## src/rtl/fifo_sram_writer.sv

```systemverilog
// fifo_sram_writer
//   Drains a show-ahead fifo into an SRAM write port. A start request
//   captures a base address and a word count. Words are then popped
//   whenever the fifo has data and the SRAM grants the port. Each popped
//   word becomes a registered SRAM write one cycle later, at consecutive
//   addresses that wrap modulo 2^ADDR_WIDTH.
//
// Ports
//   clk         single clock, rising edge
//   reset       asynchronous, active-high reset
//   start       one-cycle transfer request, sampled only while idle
//   base_addr   first SRAM address of the transfer
//   length      number of words to move (0 .. 2^ADDR_WIDTH)
//   pre_empty   fifo empty flag; data_out is valid while low
//   data_out    fifo head word (show-ahead)
//   r_ready     fifo pop strobe (combinational)
//   sram_gnt    SRAM write-port grant
//   sram_we     registered SRAM write enable
//   sram_addr   registered SRAM write address
//   sram_wdata  registered SRAM write data
//   busy        transfer in progress (RUN or DONE)
//   done        one-cycle completion pulse
//   wr_count    words popped so far in the current transfer
//
// state  | meaning
// S_IDLE | waiting for start; wr_count keeps the last result
// S_RUN  | popping words while fifo has data and the port is granted
// S_DONE | single completion cycle; the final write is on the port now

module fifo_sram_writer #(
  parameter int WIDTH      = 32,
  parameter int ADDR_WIDTH = 10
) (
  input  logic                  clk,
  input  logic                  reset,
  input  logic                  start,
  input  logic [ADDR_WIDTH-1:0] base_addr,
  input  logic [ADDR_WIDTH:0]   length,
  input  logic                  pre_empty,
  input  logic [WIDTH-1:0]      data_out,
  output logic                  r_ready,
  input  logic                  sram_gnt,
  output logic                  sram_we,
  output logic [ADDR_WIDTH-1:0] sram_addr,
  output logic [WIDTH-1:0]      sram_wdata,
  output logic                  busy,
  output logic                  done,
  output logic [ADDR_WIDTH:0]   wr_count
);

  typedef enum logic [1:0] {
    S_IDLE = 2'd0,
    S_RUN  = 2'd1,
    S_DONE = 2'd2
  } state_t;

  localparam logic [ADDR_WIDTH-1:0] ADDR_ONE = {{(ADDR_WIDTH-1){1'b0}}, 1'b1};
  localparam logic [ADDR_WIDTH:0]   CNT_ONE  = {{ADDR_WIDTH{1'b0}}, 1'b1};

  state_t                state;
  logic [ADDR_WIDTH-1:0] addr_ptr;
  logic [ADDR_WIDTH:0]   remaining;

  // The pop strobe must react in the same cycle as pre_empty/sram_gnt,
  // so it cannot be registered; remaining != 0 keeps it from popping a
  // word beyond the requested length.
  assign r_ready = (state == S_RUN) && !pre_empty && sram_gnt && (remaining != '0);

  always_ff @(posedge clk or posedge reset) begin
    if (reset) begin
      state      <= S_IDLE;
      addr_ptr   <= '0;
      remaining  <= '0;
      wr_count   <= '0;
      sram_we    <= 1'b0;
      sram_addr  <= '0;
      sram_wdata <= '0;
      busy       <= 1'b0;
      done       <= 1'b0;
    end else begin
      sram_we <= r_ready;

      if (r_ready) begin
        sram_addr  <= addr_ptr;
        sram_wdata <= data_out;
        addr_ptr   <= addr_ptr + ADDR_ONE;  // wraps naturally at 2^ADDR_WIDTH
        remaining  <= remaining - CNT_ONE;
        wr_count   <= wr_count + CNT_ONE;
      end

      unique case (state)
        S_IDLE: begin
          if (start) begin
            addr_ptr  <= base_addr;
            remaining <= length;
            wr_count  <= '0;
            busy      <= 1'b1;
            if (length == '0) begin
              // Nothing to move: go straight to the completion cycle.
              state <= S_DONE;
              done  <= 1'b1;
            end else begin
              state <= S_RUN;
            end
          end
        end
        S_RUN: begin
          // Leaving on the pop of the last word lines the final
          // registered write up with the done pulse.
          if (r_ready && (remaining == CNT_ONE)) begin
            state <= S_DONE;
            done  <= 1'b1;
          end
        end
        S_DONE: begin
          state <= S_IDLE;
          busy  <= 1'b0;
          done  <= 1'b0;
        end
        default: begin
          state <= S_IDLE;
          busy  <= 1'b0;
          done  <= 1'b0;
        end
      endcase
    end
  end

endmodule

```

## config.mk

```make
export PLATFORM = sky130hd
export DESIGN_NAME = fifo_sram_writer
export DESIGN_NICKNAME = d
export VERILOG_FILES = /design/src/rtl/fifo_sram_writer.sv
export SDC_FILE = /design/constraint.sdc
export NUM_CORES = 1
export LEC_CHECK = 0
export CORE_AREA = 2 2 108 68
export CTS_CLUSTER_SIZE = 16
export DETAILED_ROUTE_END_ITERATION = 8
export DIE_AREA = 0 0 110 70
export DONT_BUFFER_PORTS = 1
export HOLD_SLACK_MARGIN = 0.1
export PLACE_DENSITY = 0.83
export SETUP_SLACK_MARGIN = 0.3
export SLEW_MARGIN = 40
export SYNTH_ARGS = -nofsm -noshare
export SYNTH_HDL_FRONTEND = slang
export SYNTH_SLANG_ARGS = --single-unit
```

## constraint.sdc

```tcl
create_clock -name clk -period 3.46 [get_ports clk]
set_clock_uncertainty 0.15 [all_clocks]
set_input_delay 0.692 -clock clk [delete_from_list [all_inputs] [get_ports clk]]
set_output_delay 0.692 -clock clk [all_outputs]
set_load 0.02 [all_outputs]
```

Yosys cells after proc, flatten, opt, wreduce, memory -nomap -nowiden
Index checks and enable logic that the tools add are counted.
{ "classes": {"add_sub_neg": 3, "eq_ne": 5, "mux": 19, "bitwise": 1, "n_reduce_logical": 11} }
{ "op_table": {"columns": ["cell", "count"], "rows": [
  ["11-bit 2-to-1 mux", 6],
  ["10-bit 2-to-1 mux", 3],
  ["11-bit by 1-bit adder with 11-bit output, second input constant", 1],
  ["11-bit by 1-bit == test with 1-bit output, second input constant", 1],
  ["11-bit zero test", 1],
  ["11-bit nonzero test", 1],
  ["11-bit by 1-bit subtractor with 11-bit output, second input constant", 1],
  ["10-bit by 1-bit adder with 10-bit output, second input constant", 1],
  ["2-bit 2-to-1 mux", 3],
  ["1-bit logical AND", 4],
  ["1-bit 2-to-1 mux", 4],
  ["2-bit inequality test, second input constant", 2],
  ["1-bit case mux with 2 select lines", 2],
  ["2-bit case mux with 2 select lines", 1],
  ["2-bit AND reduction", 2],
  ["3-bit AND reduction", 1],
  ["2-bit by 1-bit == test with 1-bit output, second input constant", 1],
  ["2-bit zero test", 1],
  ["2-bit by 1-bit inequality test with 1-bit output, second input constant", 1],
  ["1-bit zero test", 1],
  ["1-bit NOT", 1]
]} }
{ "totals": {"regBits": 79, "in_bits": 58, "out_inout_bits": 57} }

Logic depth before layout (Yosys ltp)
{ "depth": {"depth_word": 7, "mapped_depth": 8, "depth_no_buf": 6} }

Least setup slack after synthesis
No wires, ideal clock.
{ "synth_timing": {"path_kind": "register -> output", "startpoint": "register remaining[0]", "endpoint": "output r_ready", "arrival_time_ps": 2064, "required_time_ps": 2618, "path_slack_ps": 554, "path_stages_with_launch": 9, "n_path_buf": 2, "path_cell_list": "dfrtp_1 > inv_1 > ha_1 > or4b_1 > or3_1 > buf_6 > nand2_8 > buf_12 > inv_1"} }
{ "synth_between": {"elab_chain_len": 2} }
{ "synth_lines": {"columns": ["element", "line", "source"], "rows": [
  ["start: declaration", "62", "logic [ADDR_WIDTH:0] remaining;"],
  ["start signal: assignment", "87", "remaining <= remaining - CNT_ONE;"],
  ["start signal: assignment", "95", "remaining <= length;"],
  ["11-bit nonzero test", "67", "assign r_ready = (state == S_RUN) && !pre_empty && sram_gnt && (remaining != '0);"],
  ["1-bit logical AND", "67", null],
  ["end: declaration", "41", "output logic r_ready,"]
]} }
No other way between the ends.

Final worst setup path
Same ends and word-level chain as after synthesis.

==> run metrics <==
status completed; io pins about 120; clock slew at reported path FFs ~0.07 ns; Worst setup EP type output pin; wire per inst approximately 20 um; sequential share of the synthesized area ~50%; post-synth top area share 50.0%; ys flop type dfrtp_1; crit path DAT about 2.3 ns; number of distinct library cells after synthesis 44; CTS max path bufs 2; top cells by count, synth dfrtp_1, mux2_4, nor2_1, a31oi_1, o21ai_0; FP Rows 24; most common cell in the synthesized netlist dfrtp_1; Max IR drop VDD about 380 uV; Filler cells approximately 530; antenna cells 0; FFs w/ async S/R, synth 100%; Inserted Clock Buffers 9; initial antenna violation count 0; Final Setup Violations 0; DRC 0; Slew @ Worst Pin 0.590 ns; Port Buffer Count 0; synthesized instance count 338; RSZ-0062 raised after global routing false; HP Class input pin to flip-flop; first-pass GRT wire length around 14000 um; Nets slightly above 400; H-tree levels 3; core area 0.00688 sq mm; Avg Synthesized Cell Area between 10 and 15 sq um; Pleak roughly 1.8 nW; CTS root buffer clkbuf_8; EDFF count, synth 0; vias per cell 6.41; CTS tree yes; DR vias between 2000 and 3000; Detailed Place HPWL roughly 6100 um; post-route antenna net violation count 0; PD cells 720 mW/mm^2; DRT Pass-1 Iters 7; Setup CP Type flip-flop to output pin; layout cells sized above 1 approximately a quarter; Worst-Skew Late Latency between 0.3 and 0.4 ns; Max Cap Viol 0; Final Cycle Share about nine tenths; synth warn 0; Synth area leaders dfrtp_1, mux2_4, a31oi_1; Final min period between 3 and 4 ns; Area growth syn-to-layout 9.09%; setup TNS 0 ns; Yosys top cell by area dfrtp_1; die area 0.00770 sq mm; synthesized net count between 400 and 500; Worst Path Required about 2.6 ns; Final Hold Violating Endpoints 0; relative slew slack around three fifths; CP Max Fanout 5; vias in the first global route between 2000 and 3000; Die H 70 um; DIE WIDTH ~110 um; Total GRT Usage between 20 and 25%; GR Overflow Total 0; Max Fclk approximately 0.32 GHz; crit path launch type flip-flop; largest net degree at the start of global routing 46; clock sinks 79; Max Slew Vio Count 0; Mapped Area 0.00395 sq mm; initial core utilization between 50% and 60%; initial drt markers 175; register bit total from synthesis 79; GPL Wtd Cong 0.939; WL final between 8000 and 9000 um; final hold slack ~0.31 ns
## cell families (layout without fill, tap and decap cells)
| kind of cell | Yosys count | after routing | synth area share, % |
|---|---|---|---|
| AO/OA/AOI/OAI | 61 | 61 | 9.63 |
| adder cells (fa/ha/maj) | 5 | 5 | 1.58 |
| buffers and inverters | 25 | 36 | 4.56 |
| flip-flops | 79 | 79 | 50.0 |
| multiplexers | 45 | 45 | 16.3 |
| AND/OR/NAND/NOR | 123 | 123 | 17.8 |
## routing by layer
metal	vias up	GRT usage (%)	wire length, um
met4	0	7.59	153
met1	1374	35.5	3890
li1	1278	-	-
met2	150	34.4	4060
met3	20	8.96	823
met5	-	0	0
## cells in the final DEF, fill, tap and decap left out, types with 2 or more instances in the layout
cell type,n
o31ai_1,6
dfrtp_1,79
a21oi_1,9
and4_1,4
or3_1,14
o21ai_0,16
nand2_1,14
inv_2,2
nor2_1,28
nor3_1,8
mux2_4,38
nand4b_1,2
nor4_1,4
mux2_2,4
o211ai_1,3
nand3_1,14
clkbuf_1,2
nand4_1,11
ha_1,4
o41ai_1,4
mux2i_1,3
o31a_1,2
clkbuf_8,9
or3_2,2
or4_1,6
bufinv_16,3
a31oi_1,19
clkinvlp_4,2
buf_4,13
and3_1,4
## through the flow
| stage | instance area (sq um) | cells | utilization (%) | setup slack [ns] | total power [W] |
|---|---|---|---|---|---|
| global route | 4310 | 440 | 62.7 | 0.287 | 0.00328 |
| finish | 4310 | 440 | 62.7 | 0.361 | 0.00310 |
| CTS | 4260 | 435 | 62.0 | 0.309 | 0.00308 |
| floorplan | 3950 | 338 | - | 0.554 | 0.00209 |
| detailed placement | 3990 | 417 | 58.0 | 0.419 | 0.00225 |
| global placement | 3990 | 417 | 58.0 | 0.495 | 0.00221 |
## area by class of cell
cell class                 count  area [sq um]  area share [%]
sequential                    79          1980            45.9
multi-input combinational    234          1830            42.5
clock buffer                  11           131            3.05
timing repair buffer          15           128            2.96
tap                           91           114            2.64
clock inverter                 5           106            2.47
inverter                       5          23.8           0.552
## worst max-delay path, cell delays in order (launching register included)
cell        delay (ns)
dfrtp_1           0.41
inv_2             0.12
ha_4              0.17
or4b_4            0.51
or3_4             0.44
nand2_8           0.10
clkinvlp_4        0.16
## what timing repair did
action,in CTS,in global routing
pin swaps,0,1
buffers inserted,1,5
hold buffers,1,0
endpoints found under the hold margin,6,0
resized for setup,5,2
endpoints found under the setup margin,1,1
## final timing paths
path,to,slack (ns),start,cells past startpoint
worst max-delay path,r_ready,0.36,remaining[0],6
worst min-delay path,addr_ptr[7],0.31,base_addr[7],2
worst max register to register,sram_addr[1],0.56,remaining[0],8
worst min register to register,sram_addr[9],0.39,addr_ptr[9],1
max in group asynchronous,addr_ptr[6],1.88,reset,3
min in group asynchronous,sram_wdata[14],0.52,reset,2
## where the power goes
part | internal [W] | leakage [nW] | switching, W
clock network | 0.000481 | 0.114 | 0.000328
logic | 0.000353 | 0.789 | 0.000285
registers | 0.00118 | 0.934 | 0.000475
total | 0.00202 | 1.84 | 0.00109
## flip-flops by register name, indices dropped and copies added, names as in the netlist, 2 cells and up
name,flops
wr_count,11
remaining,11
sram_wdata,32
state,2
addr_ptr,10
sram_addr,10
(Power assumes the default switching activity.)
